===== config.mk =====
export PLATFORM = sky130hd
export DESIGN_NAME = fetch_unit
export DESIGN_NICKNAME = d
export VERILOG_FILES = /design/src/rtl/cpu_pkg.sv /design/src/rtl/pc_reg.sv /design/src/rtl/fetch_unit.sv
export SDC_FILE = /design/constraint.sdc
export NUM_CORES = 1
export LEC_CHECK = 0
export ABC_AREA = 1
export CORE_MARGIN = 4
export CORE_UTILIZATION = 40
export DETAILED_ROUTE_END_ITERATION = 8
export PLACE_DENSITY = 0.72
export SYNTH_ARGS = -nofsm -noshare
export SYNTH_HDL_FRONTEND = slang
export SYNTH_SLANG_ARGS = --single-unit

===== constraint.sdc =====
create_clock -name clk_i -period 1.6 [get_ports clk_i]
set_clock_uncertainty 0.05 [all_clocks]
set_input_delay 0.32 -clock clk_i [delete_from_list [all_inputs] [get_ports clk_i]]
set_output_delay 0.32 -clock clk_i [all_outputs]
set_load 0.05 [all_outputs]

===== src/rtl/cpu_pkg.sv =====
// Shared CPU front-end definitions: default widths, NOP encoding, PC step, fetch states.
// Latency: n/a (types and constants only).
// Backpressure: n/a.
package cpu_pkg;

  localparam int unsigned ADDR_W_DEF  = 32;
  localparam int unsigned INSTR_W_DEF = 32;

  // All-zero word is the pipeline bubble placed in IF/ID on a flush.
  localparam logic [31:0] NOP_INSTR = 32'h0000_0000;

  // Sequential fetch advances by one 32-bit instruction.
  localparam int unsigned PC_STEP = 4;

  typedef enum logic [2:0] {
    IDLE    = 3'd0,
    ISSUE   = 3'd1,
    WAIT    = 3'd2,
    HOLD    = 3'd3,
    DISCARD = 3'd4
  } fetch_state_e;

endpackage


===== src/rtl/pc_reg.sv =====
// Program counter register: redirect to a target, step by PC_STEP, or hold.
// Latency: new PC visible one cycle after redirect_i/incr_i.
// Backpressure: holds whenever neither redirect_i nor incr_i is asserted.
//
// Ports:
//   clk_i, rst_i      clock, synchronous active-high reset (loads RESET_PC)
//   redirect_i        load target_i; wins over incr_i
//   target_i          redirect address
//   incr_i            advance by PC_STEP, wrapping modulo 2^ADDR_W
//   pc_o              current PC
module pc_reg
  import cpu_pkg::*;
#(
  parameter int unsigned       ADDR_W   = ADDR_W_DEF,
  parameter logic [ADDR_W-1:0] RESET_PC = '0
) (
  input  logic              clk_i,
  input  logic              rst_i,
  input  logic              redirect_i,
  input  logic [ADDR_W-1:0] target_i,
  input  logic              incr_i,
  output logic [ADDR_W-1:0] pc_o
);

  logic [ADDR_W-1:0] pc_q;
  logic [ADDR_W-1:0] pc_d;

  always_comb begin
    pc_d = pc_q;
    if (redirect_i) begin
      pc_d = target_i;
    end else if (incr_i) begin
      // Natural overflow of the ADDR_W-bit add gives the required wrap.
      pc_d = pc_q + ADDR_W'(PC_STEP);
    end
  end

  always_ff @(posedge clk_i) begin
    if (rst_i) begin
      pc_q <= RESET_PC;
    end else begin
      pc_q <= pc_d;
    end
  end

  assign pc_o = pc_q;

endmodule


===== src/rtl/fetch_unit.sv =====
// Instruction fetch: issues one imem request at a time and fills the IF/ID register.
// Latency: request one cycle after IDLE/delivery; IF/ID loads the cycle after the data beat.
// Backpressure: stall_i freezes IF/ID and PC; a beat returning under stall parks in a 1-entry buffer.
//
// Ports:
//   clk_i, rst_i          clock, synchronous active-high reset
//   pc_select_i           redirect PC to branch_target_i (always accepted)
//   branch_target_i       redirect address
//   clear_pipes_i         flush IF/ID to a NOP bubble (wins over stall and load)
//   stall_i               hold IF/ID and PC
//   imem_req_o/addr_o     single-cycle fetch request and its address
//   imem_valid_i/data_i   fetch response, at least one cycle after the request
//   instr_o/pc_o/valid_o  IF/ID register
//   redirect_cnt_o        saturating count of redirect cycles (only with FETCH_REDIRECT_CNT_EN)
module fetch_unit
  import cpu_pkg::*;
#(
  parameter int unsigned       ADDR_W   = ADDR_W_DEF,
  parameter int unsigned       INSTR_W  = INSTR_W_DEF,
  parameter logic [ADDR_W-1:0] RESET_PC = '0
) (
  input  logic               clk_i,
  input  logic               rst_i,
  input  logic               pc_select_i,
  input  logic [ADDR_W-1:0]  branch_target_i,
  input  logic               clear_pipes_i,
  input  logic               stall_i,
  output logic               imem_req_o,
  output logic [ADDR_W-1:0]  imem_addr_o,
  input  logic               imem_valid_i,
  input  logic [INSTR_W-1:0] imem_data_i,
  output logic [INSTR_W-1:0] instr_o,
  output logic [ADDR_W-1:0]  pc_o,
  output logic               valid_o
`ifdef FETCH_REDIRECT_CNT_EN
  ,
  output logic [15:0]        redirect_cnt_o
`endif
);

  localparam logic [INSTR_W-1:0] NOP = INSTR_W'(NOP_INSTR);

  fetch_state_e       state_q;
  fetch_state_e       state_d;
  logic               req_q;
  logic [ADDR_W-1:0]  pc;
  logic               pc_incr;
  logic               deliver_mem;
  logic               deliver_buf;
  logic               buf_capture;
  logic [INSTR_W-1:0] hold_buf_q;
  logic [INSTR_W-1:0] instr_q;
  logic [ADDR_W-1:0]  pc_id_q;
  logic               valid_q;

  pc_reg #(
    .ADDR_W   (ADDR_W),
    .RESET_PC (RESET_PC)
  ) u_pc_reg (
    .clk_i      (clk_i),
    .rst_i      (rst_i),
    .redirect_i (pc_select_i),
    .target_i   (branch_target_i),
    .incr_i     (pc_incr),
    .pc_o       (pc)
  );

  // Next-state and datapath decode. imem_valid_i is only looked at in WAIT
  // and DISCARD, which are exactly the states with a request outstanding.
  always_comb begin
    state_d     = state_q;
    pc_incr     = 1'b0;
    deliver_mem = 1'b0;
    deliver_buf = 1'b0;
    buf_capture = 1'b0;
    case (state_q)
      IDLE:    state_d = ISSUE;
      // The request goes out this cycle regardless; a redirect now means its
      // beat belongs to the old path and must be thrown away.
      ISSUE:   state_d = pc_select_i ? DISCARD : WAIT;
      WAIT: begin
        if (pc_select_i) begin
          state_d = imem_valid_i ? ISSUE : DISCARD;
        end else if (imem_valid_i) begin
          if (stall_i) begin
            buf_capture = 1'b1;
            state_d     = HOLD;
          end else begin
            deliver_mem = 1'b1;
            pc_incr     = 1'b1;
            state_d     = ISSUE;
          end
        end
      end
      HOLD: begin
        if (pc_select_i) begin
          state_d = ISSUE;
        end else if (!stall_i) begin
          deliver_buf = 1'b1;
          pc_incr     = 1'b1;
          state_d     = ISSUE;
        end
      end
      DISCARD: begin
        if (imem_valid_i) begin
          state_d = ISSUE;
        end
      end
      default: state_d = IDLE;
    endcase
  end

  always_ff @(posedge clk_i) begin
    if (rst_i) begin
      state_q <= IDLE;
      req_q   <= 1'b0;
    end else begin
      state_q <= state_d;
      req_q   <= (state_d == ISSUE);
    end
  end

  always_ff @(posedge clk_i) begin
    if (rst_i) begin
      hold_buf_q <= '0;
    end else if (buf_capture) begin
      hold_buf_q <= imem_data_i;
    end
  end

  // IF/ID register. Flush beats everything; otherwise an unstalled cycle
  // with nothing new to hand over becomes a bubble so ID never sees a repeat.
  always_ff @(posedge clk_i) begin
    if (rst_i) begin
      instr_q <= '0;
      pc_id_q <= '0;
      valid_q <= 1'b0;
    end else if (clear_pipes_i) begin
      instr_q <= NOP;
      valid_q <= 1'b0;
    end else if (deliver_mem || deliver_buf) begin
      instr_q <= deliver_buf ? hold_buf_q : imem_data_i;
      pc_id_q <= pc;
      valid_q <= 1'b1;
    end else if (!stall_i) begin
      valid_q <= 1'b0;
    end
  end

`ifdef FETCH_REDIRECT_CNT_EN
  logic [15:0] redirect_cnt_q;

  always_ff @(posedge clk_i) begin
    if (rst_i) begin
      redirect_cnt_q <= '0;
    end else if (pc_select_i && (redirect_cnt_q != 16'hFFFF)) begin
      redirect_cnt_q <= redirect_cnt_q + 16'd1;
    end
  end

  assign redirect_cnt_o = redirect_cnt_q;
`endif

  assign imem_req_o  = req_q;
  assign imem_addr_o = pc;
  assign instr_o     = instr_q;
  assign pc_o        = pc_id_q;
  assign valid_o     = valid_q;

endmodule


* After elaboration in Yosys (flattened, before gate mapping)
Index checks and enable logic that the tools add are counted.
** Word-level totals
- Register bits :: 133
- Latch bits :: 0
- Memory bits (writable) :: 0
- ROM bits :: 0
- Bits of input ports :: 70
- Output and inout bits :: 98
- Word-level logic and storage cells :: 45
- Memories :: 0
** Cells by class
- Add/subtract/negate cells :: 1
- Multiply operators :: 0
- Div/mod/pow operators :: 0
- $lt $le $gt $ge :: 0
- Equal/unequal tests :: 6
- Shifts and indexed selects :: 0
- Multiplexer cells :: 25
- Bitwise operators :: 1
- Reduce and logical (&&, ||, !) cells :: 5
** Operators with widths (number)
- 32-bit two-way mux :: 3
- 32-bit by 3-bit adder with 32-bit output, second input constant :: 1
- 3-bit two-way mux :: 7
- 3-bit one-hot mux with 5 select lines :: 1
- 1-bit two-way mux :: 12
- 3-bit by 1-bit == test with 1-bit output, second input constant :: 2
- 3-bit by 2-bit == test with 1-bit output, second input constant :: 2
- 3-bit == test, second input constant :: 1
- 3-bit zero test :: 1
- 2-bit two-way mux :: 1
- 2-bit by 1-bit != test with 1-bit output, second input constant :: 1
- 1-bit one-hot mux with 2 select lines :: 1
- 2-bit AND reduction :: 1
- 2-bit nonzero test :: 1
- 2-bit OR reduction :: 1
- 1-bit logical OR :: 1
- 1-bit NOT :: 1

* Logic depth before layout (Yosys ltp)
- Depth in word-level cells :: 6
- Mapped depth :: 10
- Mapped depth without buffers :: 10

* Hierarchy
From an unflattened synthesis, not the netlist that was laid out.
** Second synthesis, totals
- Cells, all modules :: 1042
- Area total of the unflattened synthesis :: 6844.1 um^2
** By module, submodules not included
- fetch_unit :: instances 1, cells each 711, area each 4737.0 um^2
- pc_reg :: instances 1, cells each 331, area each 2107.0 um^2

* Worst setup path before layout
Ideal clock, no wire load.
- Kind :: flip-flop to flip-flop
- Start :: register u_pc_reg.pc_q[3] (netlist: u_pc_reg.pc_o[3])
- End :: register u_pc_reg.pc_q[22] (netlist: u_pc_reg.pc_o[22])
- Data arrival time :: 1.817 ns
- Data required time :: 1.418 ns
- Setup slack :: -0.400 ns
- Stages on the path, launching flop included :: 9
- Clock period less this slack :: 2.000 ns
- Cells stage by stage :: dfxtp_1 > ha_1 > nand2_1 > nor2_1 > nand2_1 > nor2_1 > nand3_1 > nand3_1 > a21oi_1
** On the way
- Longest elaborated chain between the ends :: 3
** Ends and longest elaborated chain
- start: declaration :: line pc_reg.sv:25 : logic [ADDR_W-1:0] pc_q;
- start signal: assignment :: line pc_reg.sv:42 : pc_q <= pc_d;
- 32-bit by 3-bit adder with 32-bit output :: line pc_reg.sv:34 : pc_d = pc_q + ADDR_W'(PC_STEP);
- 32-bit two-way mux :: line pc_reg.sv:32 : end else if (incr_i) begin
- 32-bit two-way mux :: line pc_reg.sv:30 : if (redirect_i) begin
Every way passes these cells. The select of a mux whose other input is x is not followed.
A chain may end at the register's enable or synchronous reset.

* Worst setup path after layout
- Start :: register state_q[2]
- End :: register pc_id_q[12] (netlist: pc_o[12])
** On the way
- Longest elaborated chain between the ends :: 4
- Elaborated cells between the ends (all ways) :: 6
** Ends and longest elaborated chain
- start: declaration :: line fetch_unit.sv:43 : fetch_state_e state_q;
- start signal: assignment :: line fetch_unit.sv:118 : state_q <= state_d;
- 3-bit by 2-bit == test with 1-bit output :: line fetch_unit.sv:76 : case (state_q)
- 1-bit two-way mux :: line fetch_unit.sv:76
- 1-bit logical OR (*) :: line fetch_unit.sv:141 : end else if (deliver_mem || deliver_buf) begin
- 2-bit AND reduction (no line) (*)
- end signal: assignment :: line fetch_unit.sv:143 : pc_id_q <= pc;
- end: declaration :: line fetch_unit.sv:53 : logic [ADDR_W-1:0] pc_id_q;
Every way passes the cells marked *; elsewhere a longest branch is shown, timed or not.

==> impl_metrics.yaml <==
placed_design:
  dpl.hpwl_um: 13500
  io_buffer_count: 167
  dp.cells: 1173
  place_ws_ns: -0.426
  place.gp.congestion: 0.916
logic_synthesis:
  synth_seq_cells: 133
  yosysWarnings: 0
  ys_types: 33
  synthFlopType: "dfxtp_1"
  synthesis.nets: 888
  synthArstFlopShare: 0
  avgSynthCellArea_um2: 7.10
  netlist_instances: 817
  synth-edff-count: 0
  yosysSeqAreaShare: 0.459
  synthesis.area_mm2: 0.00580
floorplan:
  die_area_mm2: 0.0165
  io-pin-count: 168
  coreArea_mm2: 0.0140
  die_y_um: 128
  start_util: 0.413
  row_count: 43
  die_w_um: 128
critical_path:
  slowest_delay_ns: 0.32
  cp.buffers_inverters: 3
  end_kind: "flop"
  crit_slowest_cell: "dfxtp_2"
  worstSetupStartpointType: "flop"
  crit_path_start: "state_q[2]"
  cp.required_ns: 1.89
  path_class: "reg -> reg"
  crit_family: "buffers and inverters"
  r2r-start: "state_q[2]"
  arrival_ns: 1.90
  cp_cell_sequence: "inv_2, nand2_4, nor2_4, nand2_4, nor2_4, buf_6, clkbuf_16, o21ai_0, a21oi_1"
  critical_path.max_fanout: 11
final_layout:
  nets: 1093
  layout_commonest_cell: "o21ai_0"
  final_cell_mix: "o21ai_0, nand2_1, dfxtp_1"
  final-seq-area_mm2: 0.00269
  drive_gt1_frac: 0.237
  multiInputGateArea_mm2: 0.00277
  instances_no_fill: 1214
  n_fill_cell: 1100
  flow.area_growth_from_synthesis_pct: 66.1
power:
  pwr-share-comb: 0.132
  finalPower_w: 0.00874
  sw_frac_of_total: 0.241
  peakVddDrop_mv: 0.608
  p_leak_nw: 3.99
  p_seq_frac: 0.398
  p_sw_w: 0.00211
  p_int_w: 0.00663
  powerDensity_mw_per_mm2: 907
  p_clk_frac: 0.470
sta:
  slew_violations: 0
  finalSetupViolations: 1
  slew_headroom: 0.751
  layout_setup_ws_ns: -0.0136
  fmax_ghz: 0.620
  min_period_ns: 1.61
  tightest_slew_ns: 0.374
  hold_violations: 0
  period_share: 1.01
detailed_routing:
  drt_iter0_drc: 637
  top_layer_used: "met4"
  wl_per_cell_um: 16.5
  vias_per_cell: 5.28
  post-route-drc-count: 0
  postRouteAntennaNets: 0
  drt_wl_total_um: 20100
  met2RoutedLength_um: 9690
  wl_met3_um: 1470
  wl_met1_um: 8400
  num_vias: 6404
  first_pass_iters: 6
worst_hold_path:
  hold_path_class: "in -> reg"
  worstHoldStart: "branch_target_i[0]"
cts:
  worst_skew_pair.late_latency_ns: 0.42
  cts_hold_buf: 0
  cts.clk_slew.worst_paths_ns: 0.06
  tritoncts: "done"
  cts-root-buf: "clkbuf_16"
  cts_buffers: 17
  cts.htree.levels: 4
  cts_sinks: 133
  cts_max_path_buffers: 2
grt:
  overflow: 0
  grt_pass1_vias: 5962
  grt_max_degree: 39
  grt_usage: 0.230
  grt_pass1_wl_um: 30600
  antenna_found_initial: 1
run:
  drv_cap: 0
outcome:
  violations: "setup timing"
  status: "finished with violations"
-- worst register-to-register path, cell delays in order (launching register included) --
cell	delay [ns]
dfxtp_2	0.32
inv_2	0.08
nand2_4	0.08
nor2_4	0.12
nand2_4	0.09
nor2_4	0.13
buf_6	0.17
clkbuf_16	0.17
o21ai_0	0.13
a21oi_1	0.19
-- what timing repair did --
action | CTS | global route
pin swaps | 1 | 8
setup buffers | 1 | 7
gates resized for setup | 11 | 31
cloned | 1 | 3
setup endpoints to repair | 24 | 64
-- final timing paths --
check                                        end  slack (ns)  cells after the start
worst max register to register          pc_o[12]       -0.01                      9
worst max-delay path                    pc_o[12]       -0.01                      9
worst min register to register           valid_o        0.46                      2
worst min-delay path            u_pc_reg.pc_o[0]        0.44                      3
-- metal layers --
| metal | global-route usage | vias to the layer above |
|---|---|---|
| met5 | 0 | - |
| met3 | 0.0523 | 44 |
| met4 | 0.0918 | 0 |
| met2 | 0.378 | 281 |
| li1 | - | 3135 |
| met1 | 0.293 | 2944 |
-- through the flow --
stage,TNS (ns),util,hold slack [ns],area [µm²]
final,-0.0136,0.686,0.437,9630
after global routing,-0.232,0.686,0.449,9630
after CTS,0,0.672,0.426,9430
after detailed placement,-39.82,0.622,0.449,8730
after global placement,-35.02,0.622,0.440,8730
after floorplan,-0.00455,-,0.405,5830
-- logic make-up after synthesis --
kind of cell | share of synthesized area
and+or+nand+nor | 0.219
AOI/OAI and AO/OA | 0.233
DFF | 0.459
buffers and inverters | 0.0826
xor gates and xnor gates | 0.00453
adders and majority gates | 0.00216
-- power by group through the flow --
| stage | Sequential [W] | Clock [W] | Combinational, W |
|---|---|---|---|
| after CTS | 0.00348 | 0.00415 | 0.00113 |
| final | 0.00348 | 0.00410 | 0.00115 |
| after global routing | 0.00349 | 0.00429 | 0.00122 |
| after floorplan | 0.00373 | 0 | 0.000287 |
| after detailed placement | 0.00355 | 0 | 0.00111 |
| after global placement | 0.00354 | 0 | 0.00110 |
-- layout make-up --
| class | count | share of cell area |
|---|---|---|
| timing repair buffer | 233 | 0.317 |
| multi-input combinational | 568 | 0.288 |
| sequential | 133 | 0.279 |
| clock buffer | 23 | 0.0529 |
| inverter | 69 | 0.0273 |
| tap | 180 | 0.0234 |
| clock inverter | 7 | 0.0121 |
| antenna | 1 | 0.000260 |
-- flip-flops by register name, indices dropped and copies added, names as in the netlist --
name           cells
imem_req_o         1
hold_buf_q        32
instr_o           32
pc_o              32
u_pc_reg.pc_o     32
valid_o            1
state_q            3
-- synthesized netlist by cell type, types with 3 or more instances --
library cell  count  share of area
buf_2            15          0.013
nor2_1          121          0.078
o21ai_0         127           0.11
a31oi_1           6         0.0065
nand2_1         129          0.084
a21oi_1          84          0.073
clkbuf_1         26          0.017
inv_1            68          0.044
and2_1            3         0.0032
xor2_1            3         0.0045
nand3_1          39          0.034
nor3_1            3         0.0026
dfxtp_1         133           0.46
o22ai_1          32          0.035
o211ai_1          3         0.0039
nor2_2            3         0.0032
Power figures use the tool's default switching activity.
